--- src/rtl/vga_fb_arbiter.sv ---
// VGA scan generator and single-port frame-buffer arbiter.
// Display reads own every active-video cycle; CPU-side writes are slotted into
// blanking cycles through a small handshake FSM. Pixel, blank and sync outputs
// leave through a two-stage pipeline so they stay aligned with the RAM read.
module vga_fb_arbiter #(
  parameter int H_ACTIVE = 640,
  parameter int H_FP     = 16,
  parameter int H_SYNC   = 96,
  parameter int H_BP     = 48,
  parameter int V_ACTIVE = 480,
  parameter int V_FP     = 10,
  parameter int V_SYNC   = 2,
  parameter int V_BP     = 33,
  parameter int FB_W     = 160,
  parameter int FB_H     = 120,
  parameter int DATA_W   = 8,
  parameter int ADDR_W   = 15
) (
  input  logic              PIXELCLK,
  input  logic              RST,
  input  logic              i_wr_req,
  input  logic [ADDR_W-1:0] i_wr_addr,
  input  logic [DATA_W-1:0] i_wr_data,
  output logic              o_wr_ack,
  output logic [ADDR_W-1:0] o_fb_addr,
  output logic              o_fb_we,
  output logic [DATA_W-1:0] o_fb_wdata,
  input  logic [DATA_W-1:0] i_fb_rdata,
  output logic              o_w_en,
  output logic [DATA_W-1:0] o_data,
  output logic              o_hsync,
  output logic              o_vsync,
  output logic              o_frame_start
);

  localparam int H_TOTAL = H_ACTIVE + H_FP + H_SYNC + H_BP;
  localparam int V_TOTAL = V_ACTIVE + V_FP + V_SYNC + V_BP;
  localparam int HC_W    = $clog2(H_TOTAL);
  localparam int VC_W    = $clog2(V_TOTAL);

  localparam logic [HC_W-1:0]   H_LAST  = HC_W'(H_TOTAL - 1);
  localparam logic [VC_W-1:0]   V_LAST  = VC_W'(V_TOTAL - 1);
  localparam logic [HC_W-1:0]   H_ACT_C = HC_W'(H_ACTIVE);
  localparam logic [VC_W-1:0]   V_ACT_C = VC_W'(V_ACTIVE);
  localparam logic [HC_W-1:0]   HS_BEG  = HC_W'(H_ACTIVE + H_FP);
  localparam logic [HC_W-1:0]   HS_END  = HC_W'(H_ACTIVE + H_FP + H_SYNC);
  localparam logic [VC_W-1:0]   VS_BEG  = VC_W'(V_ACTIVE + V_FP);
  localparam logic [VC_W-1:0]   VS_END  = VC_W'(V_ACTIVE + V_FP + V_SYNC);
  localparam logic [ADDR_W-1:0] FB_SIZE = ADDR_W'(FB_W * FB_H);

  typedef enum logic [1:0] {W_IDLE, W_WAIT, W_ACK} wr_state_t;

  logic [HC_W-1:0] hcnt;
  logic [VC_W-1:0] vcnt;
  wr_state_t       wr_state;
  logic            disp;
  logic            hs_act;
  logic            vs_act;
  logic            wr_grant;
  logic            addr_ok;
  logic            vld_p0;
  logic            hs_p0;
  logic            vs_p0;
  logic            fs_p0;

  // One frame-buffer cell covers a 4x4 block of screen pixels.
  function automatic logic [ADDR_W-1:0] cell_addr(input logic [HC_W-1:0] h,
                                                  input logic [VC_W-1:0] v);
    logic [31:0] a;
    a = (32'(v) >> 2) * FB_W + (32'(h) >> 2);
    return ADDR_W'(a);
  endfunction

  assign disp   = (hcnt < H_ACT_C) && (vcnt < V_ACT_C);
  assign hs_act = (hcnt >= HS_BEG) && (hcnt < HS_END);
  assign vs_act = (vcnt >= VS_BEG) && (vcnt < VS_END);
  assign addr_ok = (i_wr_addr < FB_SIZE);
  // A write may only take the port in a blanking cycle and never right after an ack.
  assign wr_grant = i_wr_req && !disp && (wr_state != W_ACK);

  // Raster counters: hcnt walks a line, vcnt advances on each line wrap.
  always_ff @(posedge PIXELCLK or posedge RST) begin
    if (RST) begin
      hcnt <= '0;
      vcnt <= '0;
    end else if (hcnt == H_LAST) begin
      hcnt <= '0;
      vcnt <= (vcnt == V_LAST) ? '0 : vcnt + VC_W'(1);
    end else begin
      hcnt <= hcnt + HC_W'(1);
    end
  end

  // Write handshake: park in W_WAIT during active video, hold off one cycle after an ack.
  always_ff @(posedge PIXELCLK or posedge RST) begin
    if (RST) begin
      wr_state <= W_IDLE;
    end else begin
      case (wr_state)
        W_IDLE: begin
          if (wr_grant)      wr_state <= W_ACK;
          else if (i_wr_req) wr_state <= W_WAIT;
        end
        W_WAIT: begin
          if (!i_wr_req)     wr_state <= W_IDLE;
          else if (wr_grant) wr_state <= W_ACK;
        end
        W_ACK:   wr_state <= W_IDLE;
        default: wr_state <= W_IDLE;
      endcase
    end
  end

  // RAM port mux: the grant lands in the same cycle as the slot, so these decode combinationally.
  always_comb begin
    o_wr_ack   = wr_grant;
    o_fb_we    = wr_grant && addr_ok;
    o_fb_addr  = '0;
    o_fb_wdata = '0;
    if (disp)          o_fb_addr = cell_addr(hcnt, vcnt);
    else if (wr_grant) o_fb_addr = i_wr_addr;
    if (o_fb_we)       o_fb_wdata = i_wr_data;
  end

  // Stage p0: timing flags of the cycle that issued the read address.
  always_ff @(posedge PIXELCLK or posedge RST) begin
    if (RST) begin
      vld_p0 <= 1'b0;
      hs_p0  <= 1'b1;
      vs_p0  <= 1'b1;
      fs_p0  <= 1'b0;
    end else begin
      vld_p0 <= disp;
      hs_p0  <= !hs_act;
      vs_p0  <= !vs_act;
      fs_p0  <= (hcnt == '0) && (vcnt == '0);
    end
  end

  // Stage p1: RAM data arrives now; register it with its flags, zeroed while blanked.
  always_ff @(posedge PIXELCLK or posedge RST) begin
    if (RST) begin
      o_w_en        <= 1'b1;
      o_hsync       <= 1'b1;
      o_vsync       <= 1'b1;
      o_frame_start <= 1'b0;
      o_data        <= '0;
    end else begin
      o_w_en        <= !vld_p0;
      o_hsync       <= hs_p0;
      o_vsync       <= vs_p0;
      o_frame_start <= fs_p0;
      o_data        <= vld_p0 ? i_fb_rdata : '0;
    end
  end

endmodule

--- config.mk ---
export PLATFORM = sky130hd
export DESIGN_NAME = vga_fb_arbiter
export DESIGN_NICKNAME = d
export VERILOG_FILES = /design/src/rtl/vga_fb_arbiter.sv
export SDC_FILE = /design/constraint.sdc
export NUM_CORES = 1
export LEC_CHECK = 0
export CORE_MARGIN = 2
export CORE_UTILIZATION = 50
export CTS_CLUSTER_DIAMETER = 200
export DETAILED_ROUTE_END_ITERATION = 10
export DONT_BUFFER_PORTS = 1
export SYNTH_ARGS = -nofsm -noshare
export SYNTH_HDL_FRONTEND = slang
export SYNTH_SLANG_ARGS = --single-unit
--- constraint.sdc ---
create_clock -name PIXELCLK -period 6.7 [get_ports PIXELCLK]
set_clock_uncertainty 0.1 [all_clocks]
set_input_delay 1.34 -clock PIXELCLK [delete_from_list [all_inputs] [get_ports PIXELCLK]]
set_output_delay 1.34 -clock PIXELCLK [all_outputs]
set_load 0.01 [all_outputs]
==> impl.org, run 1 <==
** Finish
- The layout has 396 filler cells.
- Leaving out fill and tap cells, the most frequent cell in the layout is sky130_fd_sc_hd__dfrtp_1.
- Most frequent cells in the layout :: sky130_fd_sc_hd__dfrtp_1, sky130_fd_sc_hd__nor2_1, sky130_fd_sc_hd__o21ai_0, sky130_fd_sc_hd__and2_1, sky130_fd_sc_hd__ha_1
- In the final layout, the share of cells above drive strength 1 is 8.16%.
- With fillers left out, the area of the finished cells amounts to 0.00249 mm².
- Total number of nets in the final design :: 299
- Antenna diode count :: 0
- Relative to the synthesized area, the layout overhead comes to 5.74%.

** Synth
- Count of flip-flops with a built-in enable after synthesis :: 0
- Mean instance size in the synthesized netlist :: 9.69 µm²
- In this run, distinct cell masters in the synthesized netlist total 45.
- Seq cells post-synth :: 38
- Yosys attributes the largest share of cell area to sky130_fd_sc_hd__dfrtp_1, sky130_fd_sc_hd__ha_1, sky130_fd_sc_hd__dfstp_2.
- For this run, the register share of the synthesized area comes to 40.7%.
- Counting flops with an async set or reset pin after synthesis yields a share of 100%.
- Post-synth net total :: 298
- The synthesized design spends more area on one cell type than any other, namely sky130_fd_sc_hd__dfrtp_1.
- Among all flip-flop cells after synthesis, the most frequent one is sky130_fd_sc_hd__dfrtp_1.
- Post-synthesis instance area :: 0.00235 mm²
- Top-area cell type share of the netlist area :: 35.1%
- Synth Warn # :: 0
- Synthesized instance count :: 243

** Clocking
- Sink count of the clock tree :: 38
- Clock-pin slew reported for the worst setup and hold paths after clock tree synthesis :: 0.07 ns
- TritonCTS built the clock tree.
- Clock latency on the worst-skew pair, taken at its later pin, is 0.29 ns.
- Clock H-tree levels :: 2
- Max Root-Sink Buffers :: 2
- The number of gates resized after CTS was 0.
- After clock tree synthesis, the setup repair step added 0 buffers.
- Clock tree synthesis inserted a total of 5 buffers.
- The root buffer cell chosen for the clock tree is sky130_fd_sc_hd__clkbuf_8.
- Hold repair after CTS inserted 0 buffers.

** Critical path
- The cell that appears most often on the critical path is sky130_fd_sc_hd__ha_1.
- Arr. time, crit path :: 2.96 ns
- The slowest stage of the critical path belongs to the cell sky130_fd_sc_hd__dfrtp_1.
- Data on the critical path is required at its endpoint by 5.26 ns.
- In this run the worst path has a maximum fanout of 8.
- Kind of start point of the critical path :: flip-flop
- The critical path is of the flip-flop to output pin type.
- Critical path endpoint category :: output pin
- Crit-path cells :: ha_1 -> ha_1 -> inv_1 -> fa_1 -> nand2b_1 -> a21oi_1 -> xor2_1 -> nand4_1 -> xnor2_1 -> o21ai_0
- Biggest cell delay along the critical path :: 0.47 ns
- Gate family responsible for the most delay along the worst path :: adder cells
- Number of buffer and inverter stages on the critical path :: 1

** Global route
- Maximum number of pins on one net before global-route repair :: 39
- The number of global-route vias before repair was 1635.
- For this run the aggregate overflow at the end of global routing stands at 0.
- GRT Overall Usage :: 18.1%
- Wire length of the first global-routing pass :: 7400 µm
- The number of antenna violations at the first check in global routing is 0.

** Die
- Chip Width :: 72.6 µm
- Number of rows created at floorplan :: 24
- Area inside the core boundary :: 0.00444 mm²
- Measured along the y axis, the die boundary spans 72.6 µm.
- I/O pin count :: 71
- Full die area :: 0.00527 mm²
- Effective utilization at floorplan :: 53.0%

** Placed design
- The wire-length estimate of the detail-placed layout is 3480 µm.
- During placement, the flow inserted port buffers numbering 0.
- Summing all placed instances gives a cell area of 0.00240 mm².
- Routability-driven placement finished with a final weighted congestion of 0.802.
- At the placement stage, the worst setup path has a slack of 2.45 ns.

** Run status
- Result of the run :: finished, final reports clean

** Timing
- In this run the tightest slew margin relative to its limit is 48.4%.
- Min cycle time layout :: 4.40 ns
- The worst path uses 65.7% of the clock period.
- The max-slew violation count is 0.
- Setup repair after global routing missed its margin :: false
- Maximum operating frequency :: 227 MHz
- Adding up every negative setup slack in the final design gives 0 ns.
- Final hold analysis gives a worst-case slack of 0.249 ns.
- Setup-failing EPs final :: 0
- The hold violation count in the final report came to 0.
- At the pin with the least slew margin, the transition time is 0.768 ns.
- Least setup slack across all paths after layout :: 2.30 ns

** Power
- The internal power of the cells totals 318 µW.
- The analysis attributes to net switching a power of 83.3 µW.
- Combinational group share of total power :: 2.0%
- The share of total power dissipated in sequential elements is 58.5%.
- Leak pwr :: 0.00113 µW
- Dividing total power by cell area gives a power density of 161 mW/mm².
- Power comes to 401 µW.
- Switching part of the total :: 20.8%
- Part of the power in the clock network :: 39.5%
- The worst-case IR drop observed on VDD is 0.125 mV.

** Route
- In the final routed layout, each cell accounts on average for 15.3 µm.
- Total via count after detailed routing :: 1733
- Summed over all layers, the routed wires come to 4540 µm.
- For this block, the initial DRC count from the detailed router was 71.
- In this run the remaining antenna-violating nets after routing total 0.
- Vias per std cell :: 5.84
- DRC Markers :: 0
- The pre-antenna-repair detailed-routing pass consisted of 4 iterations.

** Min path
- Path category of the worst min-delay check :: flip-flop to flip-flop

** Job
- The tool flagged a number of max-cap violations equal to 0.
[metal layers]
layer	wire, µm	part of all wire, %	global-route usage [%]
met2	2190	48	29.4
met1	2110	46	23.6
met4	46	1.0	4.94
met5	0	0	0
met3	204	4.5	5.39
[cell usage after synthesis (8+ instances only)]
cell / count
sky130_fd_sc_hd__dfrtp_1: 33
sky130_fd_sc_hd__inv_1: 15
sky130_fd_sc_hd__ha_1: 19
sky130_fd_sc_hd__nand3_1: 10
sky130_fd_sc_hd__and2_1: 19
sky130_fd_sc_hd__nand4_1: 8
sky130_fd_sc_hd__xnor2_1: 13
sky130_fd_sc_hd__nand2_1: 17
sky130_fd_sc_hd__nor2_1: 20
sky130_fd_sc_hd__o21ai_0: 19
sky130_fd_sc_hd__xor2_1: 9
[power groups by stage]
stage               Sequential, µW  Combinational [µW]  Clock (µW)
CTS                            235                8.71         165
detailed placement             239                8.74           0
finish                         235                8.13         158
global placement               239                8.22           0
floorplan                      239                6.54           0
global route                   235                9.83         175
[registers in the layout, summed over array words and instances (netlist names)]
name and cells:
vld_p0 1, hs_p0 1, vcnt 10, o_vsync 1
hcnt 10, o_w_en 1, o_data 8, o_frame_start 1
o_hsync 1, wr_state 2, fs_p0 1, vs_p0 1
[logic make-up (layout without fill, tap and decap cells)]
| family | after synthesis | after routing | synth area share, % |
|---|---|---|---|
| fa+ha+maj | 21 | 21 | 11.8 |
| compound gates | 41 | 41 | 12.0 |
| mux | 1 | 1 | 0.478 |
| flops | 38 | 38 | 40.7 |
| buf+inv | 23 | 25 | 3.77 |
| xor+xnor | 22 | 22 | 8.19 |
| simple gates | 97 | 97 | 23.1 |
[per-stage QoR]
step	utilization, %	std cells
floorplan	-	243
global placement	53.9	289
detailed placement	53.9	289
CTS	56.0	297
global route	56.0	297
finish	56.0	297
[worst paths after layout]
kind | to | depth (start not counted) | slack (ns) | start
min reg2reg | o_frame_start | 0 | 0.25 | fs_p0
min | o_frame_start | 0 | 0.25 | fs_p0
max | o_fb_addr[14] | 10 | 2.30 | vcnt[3]
max in group asynchronous | vs_p0 | 2 | 5.21 | RST
min in group asynchronous | o_data[4] | 2 | 0.94 | RST
max reg2reg | vcnt[7] | 6 | 4.28 | hcnt[0]
[cell type report]
cell class / instances / area [µm²] / area share (%)
Tap cell: 52 / 65.1 / 2.61
Clock inverter: 1 / 5.00 / 0.201
Inverter: 16 / 60.1 / 2.41
Sequential cell: 38 / 957 / 38.5
Clock buffer: 7 / 86.3 / 3.47
Timing Repair Buffer: 1 / 7.51 / 0.302
Multi-Input combinational cell: 182 / 1310 / 52.5
Power figures use the tool's default switching activity.
==> run 2, diff against run 1 <==
Settings changed: ABC_AREA from default to 1.
Clock period 6.7 ns to 4.15 ns, I/O delays scaled along.
==> impl.org, run 2 <==
** Clocking
- The post-cts sizing count came to 0 (unchanged).
- The deepest clock path buffer count is 2 (unchanged).
- The cell sitting at the root of the clock tree is a sky130_fd_sc_hd__clkbuf_8.
- TritonCTS built the clock tree.
- Clock insertion delay at the later pin of the skew report :: 0.29 ns (about the same)
- The level count of the clock H-tree came to 2 (unchanged).
- Number of post-CTS setup repair buffers :: 0 (unchanged)
- Post-cts hold buffer count :: 0 (unchanged)
- The clock-pin slew on the worst setup and hold paths was 0.07 ns (about the same).
- The clock net sink count came to 38 (unchanged).
- The number of CTS-inserted buffers was 5 (unchanged).

** Power
- Share of power burned in registers :: 49.2% (-9.3 points)
- The static leakage is 0.00153 µW (+35%).
- The maximum vdd drop is 0.310 mV (+150%).
- The design internal power came to 620 µW (+95%).
- Combinational group share of total power :: 2.1% (about the same)
- Switching part of the total :: 19.4% (-1.4 points)
- Part of the power in the clock network :: 48.7% (+9.2 points)
- Areal power density over the cells :: 277 mW/mm² (+72%)
- The net switching component of the power came to 149 µW (+79%).

** Route
- Initial DRC count :: 72 (+1.4%)
- The total length of routed wires was 5050 µm (+11%).
- Antenna violation net count after detailed routing :: 0 (unchanged)
- Total via count after detailed routing :: 2063 (+19%)
- DRC Markers :: 0 (unchanged)
- The routed wirelength normalized by instance count is 12.2 µm (-20%).
- The first-pass iteration count of the detailed router was 4 (unchanged).
- The average vias per placed instance was 4.97 (-15%).

** Critical path
- In this run the critical register-to-register path is launched from hcnt[0].
- The number of cells on the worst reg-to-reg path is 9 (+3).
- The maximum single-stage delay on the critical path is 0.47 ns (about the same).
- Worst Path Max Fanout :: 8 (unchanged)
- The minimum setup slack among reg-to-reg paths was 2.25 ns (-2.03 ns).
- By startpoint and endpoint, the worst setup path is classified as flip-flop to output pin.
- The worst endpoint required time is 3.22 ns (-2.04 ns).
- Traced cell by cell, the critical path runs through ha_1 -> ha_1 -> inv_1 -> fa_1 -> nor2_1 -> nand2_1 -> nor2_1 -> nand2_1 -> nor2_2 -> nand3_1 -> nand3_1 -> nand2_1.
- The worst register-to-register path ends at vcnt[7].
- On the critical path the largest part of the delay comes from adder cells.
- Critical path endpoint category :: output pin
- By instance count, the cell type seen most on the critical path is sky130_fd_sc_hd__nand2_1.
- STA classifies the critical path startpoint as a flip-flop.
- The arrival time at the worst endpoint was 2.62 ns (-0.34 ns).
- The combined buffer and inverter count along the critical path came to 1 (unchanged).
- On the critical path, the stage with the largest delay is an instance of sky130_fd_sc_hd__dfrtp_1.
- The critical path depth in cells was 12 (+2).

** Timing
- Setup repair after global routing left no endpoint under its margin.
- Setup-failing EPs final :: 0 (unchanged)
- The worst path needs 3.55 ns of the cycle, external delays included.
- Maximum operating frequency :: 282 MHz
- Sum Neg Setup Slack :: 0 ns (unchanged)
- Of the available clock period, the critical path in the final layout requires 85.5%.
- Least-Margin Pin Slew :: 0.465 ns (-0.303 ns)
- The relative slew slack was 69.0% (+21 points).
- Hold Violations, Final :: 0 (unchanged)
- The max-slew violation count is 0 (unchanged).

** Global route
- The all-layer global routing usage was 18.8% (+0.68 points).
- Via count of the first global-routing pass :: 1833 (+12%)
- Wire length of the first global-routing pass :: 8210 µm (+11%)
- The number of antenna violations at the first check in global routing came to 0 (unchanged).
- The residual overflow from global routing is 0 (unchanged).
- Maximum number of pins on one net before global-route repair :: 37 (-5.1%)

** Finish
- Area Growth Syn to Fin :: 8.03%
- The fraction of final layout cells with drive strength greater than 1 was 10.7% (+2.6 points).
- The net count of the finished layout came to 399 (+33%).
- In the final layout, the registers with the most flip-flops are hcnt: 10 flops, vcnt: 10 flops, o_data: 8 flops.
- Summed area of non-filler cells in the final layout :: 0.00278 mm² (+12%)
- Most frequent cells in the layout :: sky130_fd_sc_hd__nand2_1, sky130_fd_sc_hd__inv_1, sky130_fd_sc_hd__nor2_1, sky130_fd_sc_hd__dfrtp_1, sky130_fd_sc_hd__nand3_1
- The library cell used most frequently in the layout, excluding fill and tap cells, is sky130_fd_sc_hd__nand2_1.
- Antenna diode count :: 0 (unchanged)

** Synth
- Synthesized instance count :: 339 (+40%)
- The number of synthesized register bits is 38 (unchanged).
- Among all cell types in the netlist, the one instantiated most often is sky130_fd_sc_hd__nand2_1.
- Adder and majority cell fraction of the synthesized area :: 10.8% (-1.0 points)
- The number of library cell types mapped by synthesis came to 38 (-16%).
- The largest total area in the synthesized netlist belongs to sky130_fd_sc_hd__dfrtp_1.
- The compound-cell area share of the yosys netlist is 7.73% (-4.2 points).
- Synth Warn # :: 0 (unchanged)
- In the post-synthesis netlist, the biggest area contributors are sky130_fd_sc_hd__dfrtp_1, sky130_fd_sc_hd__nand2_1, sky130_fd_sc_hd__ha_1.
- In the synthesized netlist the dominant register cell turns out to be sky130_fd_sc_hd__dfrtp_1.
- Ranked by instance count, the synthesized netlist is headed by sky130_fd_sc_hd__nand2_1, sky130_fd_sc_hd__inv_1, sky130_fd_sc_hd__nor2_1.
- By area, the combinational part of the netlist is dominated by simple AND/OR/NAND/NOR gates.
- The number of enable flip-flop cells after synthesis came to 0 (unchanged).
- The async set-or-reset flop fraction in the synthesized netlist came to 100% (unchanged).
- Sequential area share after synthesis :: 37.2% (-3.5 points)
- Post-synthesis instance area :: 0.00257 mm² (+9.3%)
- The synthesized net count came to 394 (+32%).
- The mean post-synth cell area was 7.59 µm² (-22%).
- The share of synthesized area spent on multiplexers came to 0% (-0.48 points).
- The area share of the leading cell type in the synthesized netlist was 32.1% (-3.0 points).
- Xor and xnor area share after synthesis :: 2.72% (-5.5 points)
- Synthesized-area fraction occupied by and/or/nand/nor cells :: 30.0% (+6.8 points)

** Min path
- The worst hold path belongs to the class input port to asynchronous set/reset pin.

** Placed design
- Placed standard-cell area :: 0.00264 mm² (+10%)
- The count of input and output buffers came to 0 (unchanged).
- Final HPWL from detailed placement :: 3990 µm (+15%)
- The routability congestion estimate from global placement came to 0.855 (+6.6%).

** Die
- The area of the core is 0.00504 mm² (+13%).
- The area of the die came to 0.00574 mm² (+8.8%).
- Chip Width :: 75.7 µm (+4.3%)
- The die span in y was 75.7 µm (+4.3%).
- The total I/O pin count is 71 (unchanged).
- The site row count came to 26 (+8.3%).
- Effective utilization at floorplan :: 51.0% (-1.9 points)

** Job
- The max-cap check violation count came to 0 (unchanged).

** Run status
- The run finished with clean final reports.
-- run 2: cell types whose count changed in the layout (fill, tap and decap cells not counted), sizes merged, moves of 4 or more --
cell,before,now
nor2,20,40
and2,19,0
a22o,5,1
xnor2,13,3
xor2,9,5
nand2,17,80
inv,15,70
nand3,11,25
a21oi,2,10
nor3,2,6
-- run 2: area by class of cell --
cell class | count | area, µm²
inverter | 71 | 272
multi-input combinational | 227 | 1320
sequential | 38 | 957
timing repair buffer | 1 | 7.51
fill | 478 | 2260
clock buffer | 5 | 68.8
clock inverter | 3 | 68.8
tap | 70 | 87.6
-- run 2: cell families (layout without fill, tap and decap cells) --
kind of cell / after synthesis / after routing
flops: 38 / 38
fa+ha+maj: 21 / 21
simple gates: 165 / 165
buf+inv: 74 / 80
compound gates: 33 / 33
xor+xnor: 8 / 8
-- run 2: worst register-to-register path, stage by stage, from the launching register on --
cell                      delay, ns
sky130_fd_sc_hd__dfrtp_1       0.39
sky130_fd_sc_hd__ha_1          0.23
sky130_fd_sc_hd__nand3_2       0.12
sky130_fd_sc_hd__nor2_2        0.13
sky130_fd_sc_hd__inv_2         0.06
sky130_fd_sc_hd__nor2_4        0.27
sky130_fd_sc_hd__inv_4         0.11
sky130_fd_sc_hd__nor2_8        0.12
sky130_fd_sc_hd__nand4_1       0.11
sky130_fd_sc_hd__xnor2_1       0.15
-- run 2: how the worst max path moves through the flow --
| stage | startpoint | to |
|---|---|---|
| floorplan | vcnt[3] | o_fb_addr[14] |
| global placement | vcnt[5] | o_fb_addr[13] |
| detailed placement | vcnt[3] | o_fb_addr[14] |
| CTS | vcnt[3] | o_fb_addr[14] |
| global route | vcnt[3] | o_fb_addr[13] |
| finish | vcnt[3] | o_fb_addr[14] |
-- run 2: stage by stage --
stage / setup slack, ns / power, µW / cells / utilization [%] / hold WS [ns]
floorplan: 1.11 / 398 / 339 / - / 0.231
global placement: 0.975 / 402 / 407 / 52.4 / 0.233
detailed placement: 0.916 / 402 / 407 / 52.4 / 0.236
CTS: 0.580 / 782 / 415 / 55.1 / 0.169
global route: 0.359 / 796 / 415 / 55.1 / 0.179
finish: 0.602 / 768 / 415 / 55.1 / 0.179
-- run 2: per-layer routing --
layer  GRT usage (%)  vias to the layer above  wire length, µm
met1            25.4                      918             2420
met5               0                        -                0
met3            4.10                        5              289
met4            4.68                        0               40
met2            30.6                       64             2300
li1                -                     1076                -
-- run 2: power groups by stage --
stage / sequential, µW / combinational (µW) / clock, µW
floorplan: 385 / 12.6 / 0
global placement: 385 / 16.3 / 0
detailed placement: 385 / 16.7 / 0
CTS: 378 / 16.8 / 387
global route: 379 / 19.7 / 397
finish: 378 / 16.0 / 374
==> run 3, diff against run 2 <==
Clock period 4.15 ns to 3.65 ns, I/O delays scaled along.
==> impl.org, run 3 (synthesis gave the netlist of run 2 again) <==
** Clocking
- The tree is rooted in a sky130_fd_sc_hd__clkbuf_8.
- The clock-pin slew on the worst setup and hold paths came to 0.08 ns (about the same).
- The deepest clock path buffer count is 2 (unchanged).
- TritonCTS built the clock tree.
- Post-cts hold buffer count :: 0 (unchanged)
- The level count of the clock H-tree came to 2 (unchanged).
- Number of post-CTS setup repair buffers :: 0 (unchanged)
- The clock net sink count came to 38 (unchanged).
- The number of CTS-inserted buffers came to 5 (unchanged).
- Clock insertion delay at the later pin of the skew report :: 0.29 ns (about the same)
- The post-cts sizing count is 0 (unchanged).

** Route
- Initial DRC count :: 68 (-5.6%)
- The routed wirelength normalized by instance count is 12.0 µm (-1.4%).
- The total length of routed wires came to 4980 µm (-1.4%).
- Vias per std cell :: 5.07 (+2.1%)
- The DRC violation count after routing is 0 (unchanged).
- The first-pass iteration count of the detailed router was 5 (+1).
- The vias after detailed routing came to 2106 (+2.1%).
- Antenna violation net count after detailed routing :: 0 (unchanged)

** Timing
- For this run, the top clock speed supported by timing is 291 MHz.
- The relative slew slack came to 70.4% (+1.4 points).
- The count of endpoints failing setup in the final report came to 0 (unchanged).
- The max-slew violation count came to 0 (unchanged).
- Hold Violations, Final :: 0 (unchanged)
- Setup repair after global routing missed its margin :: false
- The clock period could shrink to 3.43 ns.
- Least-Margin Pin Slew :: 0.444 ns (-0.0213 ns)
- The final critical path takes up 94.0% of the cycle.
- Sum Neg Setup Slack :: 0 ns (unchanged)

** Die
- Area inside the core boundary :: 0.00504 mm² (unchanged)
- The width of the chip was 75.7 µm (unchanged).
- The die span in y came to 75.7 µm (unchanged).
- The site row count was 26 (unchanged).
- The area of the die is 0.00574 mm² (unchanged).
- I/O pin count :: 71 (unchanged)
- Effective utilization at floorplan :: 51.0% (unchanged)

** Critical path
- Critical path endpoint category :: output pin
- Worst Path Max Fanout :: 8 (unchanged)
- Required time of the critical path :: 2.82 ns (-0.40 ns)
- The arrival time at the worst endpoint was 2.60 ns (-0.02 ns).
- Crit Reg-Reg Startpoint :: hcnt[0]
- Kind of start point of the critical path :: flip-flop
- Tracing the worst setup path back leads to its startpoint at vcnt[3].
- By startpoint and endpoint, the worst setup path is classified as flip-flop to output pin.

** Job
- The max-cap check violation count came to 0 (unchanged).

** Power
- The sequential fraction of design power was 49.2% (about the same).
- The cell area power density came to 314 mW/mm² (+14%).
- The net switching component of the power was 168 µW (+13%).
- Combinational group share of total power :: 2.0% (about the same)
- Part of the power in the clock network :: 48.7% (about the same)
- The maximum vdd drop is 0.314 mV (+1.4%).
- The switching share of power was 19.3% (-0.059 points).
- The static leakage is 0.00153 µW (unchanged).
- Internal portion of total power :: 704 µW (+14%)

** Finish
- The net count of the finished layout was 399 (unchanged).
- Number of fillers in the final layout :: 509 (+6.5%)
- Leaving out fill and tap cells, the most frequent cell in the layout is sky130_fd_sc_hd__nand2_1.
- The share of the core filled with cells is 55.1% (unchanged).
- Share of final-layout standard cells stronger than drive strength 1 :: 10.7% (unchanged)
- Most frequent cells in the layout :: sky130_fd_sc_hd__nand2_1, sky130_fd_sc_hd__inv_1, sky130_fd_sc_hd__nor2_1, sky130_fd_sc_hd__dfrtp_1, sky130_fd_sc_hd__nand3_1
- The count of antenna diodes in the layout was 0 (unchanged).
- The final instance area is 0.00278 mm² (unchanged).
- The area added between synthesis and finish is 8.03% (unchanged).
- Registers with the highest flip-flop counts :: hcnt: 10 flops, vcnt: 10 flops, o_data: 8 flops
- The post-route non-filler standard cell count is 415 (unchanged).

** Global route
- The number of global-route vias before repair is 1758 (-4.1%).
- Total congestion overflow after global routing :: 0 (unchanged)
- The wire length of the first global-routing pass is 7860 µm (-4.3%).
- The all-layer global routing usage was 18.1% (-0.68 points).
- The pin count of the biggest net entering global routing is 37 (unchanged).
- Number of antenna violations at the first check in global routing :: 0 (unchanged)

** Placed design
- Final HPWL from detailed placement :: 3900 µm (-2.2%)
- The count of input and output buffers is 0 (unchanged).
- The number of cells in the design after placement was 407 (unchanged).
- The routability congestion estimate from global placement was 0.896 (+4.8%).
- The instance area after placement came to 0.00264 mm² (unchanged).

** Min path
- The min-delay analysis places its worst path in the category input port to asynchronous set/reset pin.

** Run status
- The run finished with clean final reports.
-- run 3: layer usage --
metal	global-route usage (%)	vias up	part of all wire [%]
met2	28.6	72	44
met5	0	-	0
met1	24.8	948	49
met3	4.23	9	5.8
li1	-	1077	-
met4	5.26	0	1.5
-- run 3: worst paths after layout --
kind                                       to  slack [ns]  depth (start not counted)
max in group asynchronous             o_vsync        2.71                          2
worst max-delay path            o_fb_addr[13]        0.22                         11
worst max register to register        vcnt[7]        1.76                          9
worst min register to register  o_frame_start        0.25                          0
min in group PIXELCLK           o_frame_start        0.25                          0
worst min-delay path              wr_state[0]        0.08                          1
-- run 3: final cells by class --
class | count | area, µm² | area share, %
flip-flops and latches | 38 | 957 | 34.4
clock inverters | 3 | 68.8 | 2.48
well taps | 70 | 87.6 | 3.15
clock buffers | 5 | 68.8 | 2.48
multi-input cells | 227 | 1320 | 47.4
inverters | 71 | 272 | 9.77
repair buffers | 1 | 7.51 | 0.270
-- run 3: power by group through the flow --
stage                     Clock [µW]  Combinational, µW  Sequential (µW)
after floorplan                    0               14.4              438
after global placement             0               18.5              438
after detailed placement           0               18.6              438
after CTS                        435               18.8              430
after global routing             454               22.3              431
final                            425               17.8              430
-- run 3: through the flow --
| stage | hold slack, ns | power [µW] | worst slack (ns) |
|---|---|---|---|
| detailed placement | 0.239 | 457 | 0.532 |
| CTS | 0.0750 | 884 | 0.196 |
| global route | 0.0707 | 907 | 0.00740 |
| floorplan | 0.231 | 452 | 0.711 |
| global placement | 0.234 | 457 | 0.575 |
| finish | 0.0826 | 873 | 0.218 |
-- run 3: worst max-delay path, cell delays in order, from the launching register on --
cell	delay [ns]
sky130_fd_sc_hd__dfrtp_1	0.47
sky130_fd_sc_hd__ha_1	0.32
sky130_fd_sc_hd__ha_1	0.19
sky130_fd_sc_hd__inv_1	0.06
sky130_fd_sc_hd__fa_1	0.39
sky130_fd_sc_hd__xnor2_1	0.20
sky130_fd_sc_hd__inv_1	0.09
sky130_fd_sc_hd__nor2_1	0.18
sky130_fd_sc_hd__nand2_1	0.09
sky130_fd_sc_hd__o21bai_1	0.12
sky130_fd_sc_hd__nand3_1	0.08
sky130_fd_sc_hd__nand2_1	0.11
